**src/rtl/enigma_ctrl.sv**
```systemverilog
// enigma_ctrl: steps three external rotors, then pushes one character through them in order.
// Optional ALPHA_CHECK_EN: characters outside 'A'..'Z' bypass the rotors unchanged.
module enigma_ctrl #(
  parameter int TIMEOUT = 255
) (
  input  logic        clk,
  input  logic        reset_n,
  input  logic        in_valid,
  output logic        in_ready,
  input  logic [7:0]  in_char,
  input  logic        dec,
  output logic        out_valid,
  input  logic        out_ready,
  output logic [7:0]  out_char,
  output logic        err,
  output logic [2:0]  rot_valid,
  output logic [2:0]  rot_en,
  output logic        rot_dec,
  output logic [7:0]  rot_din,
  input  logic [23:0] rot_dout,
  input  logic [2:0]  rot_done
);
  localparam int TW = (TIMEOUT < 2) ? 1 : $clog2(TIMEOUT);

  typedef enum logic [2:0] {IDLE, STEP, FEED, WAIT, OUT} state_t;

  state_t          state_reg, state_next;
  logic [1:0]      k_reg, k_next;
  logic [4:0]      cnt0_reg, cnt0_next;
  logic [4:0]      cnt1_reg, cnt1_next;
  logic [7:0]      work_reg, work_next;
  logic            dec_reg, dec_next;
  logic [TW-1:0]   tcnt_reg, tcnt_next;
  logic            run_reg;
  logic            done_k;
  logic [7:0]      dout_k;

  // run_reg keeps in_ready low until the first edge after reset releases
  always_ff @(posedge clk or negedge reset_n) begin
    if (!reset_n) begin
      state_reg <= IDLE;
      k_reg     <= 2'd0;
      cnt0_reg  <= 5'd0;
      cnt1_reg  <= 5'd0;
      work_reg  <= 8'd0;
      dec_reg   <= 1'b0;
      tcnt_reg  <= '0;
      run_reg   <= 1'b0;
    end else begin
      state_reg <= state_next;
      k_reg     <= k_next;
      cnt0_reg  <= cnt0_next;
      cnt1_reg  <= cnt1_next;
      work_reg  <= work_next;
      dec_reg   <= dec_next;
      tcnt_reg  <= tcnt_next;
      run_reg   <= 1'b1;
    end
  end

  always_comb begin
    done_k = 1'b0;
    dout_k = 8'd0;
    case (k_reg)
      2'd0: begin done_k = rot_done[0]; dout_k = rot_dout[7:0];   end
      2'd1: begin done_k = rot_done[1]; dout_k = rot_dout[15:8];  end
      2'd2: begin done_k = rot_done[2]; dout_k = rot_dout[23:16]; end
      default: ;
    endcase
  end

  always_comb begin
    state_next = state_reg;
    k_next     = k_reg;
    cnt0_next  = cnt0_reg;
    cnt1_next  = cnt1_reg;
    work_next  = work_reg;
    dec_next   = dec_reg;
    tcnt_next  = tcnt_reg;
    in_ready   = 1'b0;
    out_valid  = 1'b0;
    err        = 1'b0;
    rot_valid  = 3'b000;
    rot_en     = 3'b000;
    rot_din    = 8'd0;
    case (state_reg)
      IDLE: begin
        in_ready = run_reg;
        if (run_reg && in_valid) begin
          work_next  = in_char;
          dec_next   = dec;
          state_next = STEP;
`ifdef ALPHA_CHECK_EN
          if (in_char < 8'd65 || in_char > 8'd90) state_next = OUT;
`endif
        end
      end
      STEP: begin
        rot_en[0] = 1'b1;
        rot_en[1] = (cnt0_reg == 5'd25);
        rot_en[2] = (cnt0_reg == 5'd25) && (cnt1_reg == 5'd25);
        if (cnt0_reg == 5'd25) begin
          cnt0_next = 5'd0;
          cnt1_next = (cnt1_reg == 5'd25) ? 5'd0 : cnt1_reg + 5'd1;
        end else begin
          cnt0_next = cnt0_reg + 5'd1;
        end
        k_next     = dec_reg ? 2'd2 : 2'd0;
        state_next = FEED;
      end
      FEED: begin
        rot_valid  = 3'b001 << k_reg;
        rot_din    = work_reg;
        tcnt_next  = '0;
        state_next = WAIT;
      end
      WAIT: begin
        if (done_k) begin
          work_next = dout_k;
          if (k_reg == (dec_reg ? 2'd0 : 2'd2)) begin
            state_next = OUT;
          end else begin
            k_next     = dec_reg ? k_reg - 2'd1 : k_reg + 2'd1;
            state_next = FEED;
          end
        end else if (tcnt_reg == TW'(TIMEOUT - 1)) begin
          err        = 1'b1;
          state_next = IDLE;
        end else begin
          tcnt_next = tcnt_reg + TW'(1);
        end
      end
      OUT: begin
        out_valid = 1'b1;
        if (out_ready) state_next = IDLE;
      end
      default: state_next = IDLE;
    endcase
  end

  assign out_char = work_reg;
  assign rot_dec  = dec_reg;

endmodule

```
**config.mk**
```make
export PLATFORM = sky130hd
export DESIGN_NAME = enigma_ctrl
export DESIGN_NICKNAME = d
export VERILOG_FILES = /design/src/rtl/enigma_ctrl.sv
export SDC_FILE = /design/constraint.sdc
export NUM_CORES = 1
export LEC_CHECK = 0
export ABC_AREA = 1
export ABC_CLOCK_PERIOD_IN_PS = 2400
export CAP_MARGIN = 5
export CORE_MARGIN = 2
export CORE_UTILIZATION = 53
export CTS_BUF_LIST = sky130_fd_sc_hd__clkbuf_4 sky130_fd_sc_hd__clkbuf_8
export DETAILED_ROUTE_END_ITERATION = 8
export GPL_ROUTABILITY_DRIVEN = 0
export PLACE_DENSITY = 0.95
export SLEW_MARGIN = 10
export SYNTH_ARGS = -nofsm -noshare
export SYNTH_HDL_FRONTEND = slang
export SYNTH_SLANG_ARGS = --single-unit
```
**constraint.sdc**
```tcl
create_clock -name clk -period 2.4 [get_ports clk]
set_input_delay 0.6 -clock clk [delete_from_list [all_inputs] [get_ports clk]]
set_output_delay 0.6 -clock clk [all_outputs]
set_load 0.005 [all_outputs]
```
==> flow_metrics.tcl <==
set metrics [dict create \
    outcome "complete, no violations" \
    grt_overflow 0 \
    hold_viol_final 0 \
    start_util_pct 55.0 \
    max_stage_delay_ns 0.46 \
    clk_latency_ns 0.29 \
    crit_arrival_ns 1.72 \
    stdcell_count 457 \
    rows 23 \
    synth_top_area_share_pct 37.5 \
    cp-start-kind "input pin" \
    antenna_found_initial 0 \
    synthCells 323 \
    syn_area_um2 2200 \
    fillCellCount 257 \
    rsz0062_at_grt "yes" \
    path_max_fanout 3 \
    htree_levels 2 \
    nNetsFinal 456 \
    syn-num-nets 373 \
    grt.total_usage_pct 28.7 \
    synth_top_flop_cell "dfrtp_1" \
    placedCellCount 441 \
    dp_hpwl_um 4480 \
    cp_common_cell "nand2_1" \
    num_vias 2385 \
    drv_cap 0 \
    cts_max_path_buffers 2 \
    seq_area_um2 828 \
    worst_hold_path_type "reg2reg" \
    crit_slowest_cell "clkdlybuf4s50_1" \
    finClkSkew_ns 0.00533 \
    dieHeight_um 68.4 \
    grt_pass1_vias 2345 \
    setup_viol_count_final 0 \
    synth.distinct_cells 28 \
    drt_iter0_markers 193 \
    synth_edf_count 0 \
    path_clk_slew_ns 0.07 \
    drive_gt1_share_pct 13.5 \
    synth_largest_area_cell "dfrtp_1" \
    yosysMostFrequentCell "nand2_1" \
    clockRootBuffer "clkbuf_8" \
    crit_type "in2out" \
    drt-total-wl_um 6120 \
    dr.pass1.iters 4 \
    cts_made_buffers 5 \
    synth.area.top_cells "dfrtp_1 38%, nand2_1 21%, nand3_1 6.4%" \
    finalCritPeriodShare_pct 96.7 \
    synth.avg_cell_area_um2 6.81 \
    synthArstFlopShare_pct 100 \
    grt_max_degree 34 \
    final_max_slew_viol_count 0 \
    vias_per_cell 5.22 \
    path_cells "clkdlybuf4s50_1 -> nand2_1 -> nand3_1 -> nand2_1 -> nand2_2 -> nor2_1 -> dlygate4sd2_1" \
    cp-end-kind "output pin" \
    total_power_mw 3.33 \
    drc 0 \
    critPathBufInv 2 \
    leakage_nw 1.68 \
    critPathTopFamily "buffers and inverters" \
    synth_commonest_cells "123 x nand2_1, 35 x inv_1, 33 x dfrtp_1" \
    io_buffers 65 \
    drtAntennaViolNets 0 \
    cts_tree "built" \
    syn_to_final_growth_pct 45.3 \
    seq_area_frac_synth_pct 37.5 \
    irDropWorstVdd_mv 0.726 \
    max_freq_mhz 431 \
    dieArea_um2 4680 \
    crit_required_ns 1.80 \
    core_area_um2 4000 \
    multi_input_area_um2 1210 \
    hold_buffers 0 \
    io_pins 66 \
    whs_ns 0.513 \
    clkSinkCount 33 \
    synth_seq_cells 33 \
    wire_per_inst_um 13.4 \
    yosys_warnings 0 \
    die_x_um 68.4 \
    diodes 0 \
    power_density_nw_per_um2 1040 \
    final_util_pct 79.9 \
    fin_crit_ns 2.32 \
    grt_first_pass_wirelength_um 10000 \
]
layout make-up:
type	count	share of cell area (%)
Timing Repair Buffer	84	25.9
Multi-Input combinational cell	244	37.7
Tap cell	50	1.96
Sequential cell	33	25.9
Clock inverter	1	0.939
Clock buffer	7	2.82
Inverter	38	4.74
cell usage in the layout (no fill, tap or decap), types with 3 or more instances in the layout:
cell / synthesis / final
a21oi_1: 5 / 5
buf_4: 0 / 16
buf_6: 0 / 3
clkbuf_8: 0 / 6
clkdlybuf4s50_1: 0 / 54
dfrtp_1: 33 / 31
dlymetal6s2s_1: 0 / 10
ha_1: 10 / 7
ha_2: 0 / 3
inv_1: 35 / 31
inv_2: 1 / 5
nand2_1: 123 / 121
nand2_2: 5 / 6
nand2_4: 3 / 3
nand3_1: 28 / 28
nand4_1: 10 / 10
nor2_1: 31 / 30
o21ai_0: 14 / 14
worst register-to-register path: stages, from the launching register on:
cell and delay (ns):
dfrtp_1 0.40, buf_4 0.14, ha_2 0.18, nand2_1 0.08, nand3_1 0.10, buf_4 0.16
nand2_4 0.12, nand2_4 0.14, nand2_1 0.11, o21ai_0 0.08
worst paths after layout:
kind                                    startpoint                 endpoint  depth (start not counted)  slack [ns]
max                                    rot_done[1]                      err                          7        0.08
min                        cnt0_reg[0]$_DFFE_PN0P_  cnt0_reg[0]$_DFFE_PN0P_                          1        0.51
max reg2reg                   k_reg[1]$_DFFE_PN0P_  out_char[0]$_DFFE_PN0P_                          9        0.77
min reg2reg                cnt0_reg[0]$_DFFE_PN0P_  cnt0_reg[0]$_DFFE_PN0P_                          1        0.51
max in group asynchronous                  reset_n  cnt0_reg[0]$_DFFE_PN0P_                          2        1.36
min in group asynchronous                  reset_n     k_reg[0]$_DFFE_PN0P_                          2        0.71
layer usage:
layer	vias to the layer above	track usage [%]	routed length (um)	share of wire, %
li1	1178	-	-	-
met4	0	11.5	153	2.5
met5	-	0	0	0
met3	14	7.40	287	4.7
met2	78	49.9	3290	54
met1	1115	33.4	2390	39
repair_timing:
action | CTS | global route
pin swaps | 2 | 3
buffers inserted | 4 | 4
gates resized for setup | 11 | 18
setup endpoints to repair | 14 | 15
report_power, final:
part           switching, mW  leakage (nW)  internal (mW)
Sequential             0.150         0.423          0.736
Combinational           1.06          1.20          0.831
Clock                  0.204        0.0619          0.350
metrics by stage:
step           instance area, um2  setup TNS [ns]  setup WS (ns)
2_1_floorplan                2200               0          0.524
4_1_cts                      3120               0        0.00115
3_3_place_gp                 2950          -0.159         -0.159
6_report                     3200               0         0.0789
5_1_grt                      3200         -0.0708        -0.0398
3_5_place_dp                 2950          -0.160         -0.160
logic make-up (layout without fill, tap and decap cells):
logic type / count (synthesis) / after routing / synth area share [%]
muxes: 1 / 1 / 0.455
buffers and inverters: 46 / 130 / 8.93
xor gates and xnor gates: 3 / 3 / 1.19
adders and majority gates: 10 / 10 / 5.69
other: 1 / 1 / 0.170
AOI/OAI and AO/OA: 24 / 24 / 6.03
and+or+nand+nor: 205 / 205 / 40.0
DFF: 33 / 33 / 37.5
Power figures use the tool's default switching activity.
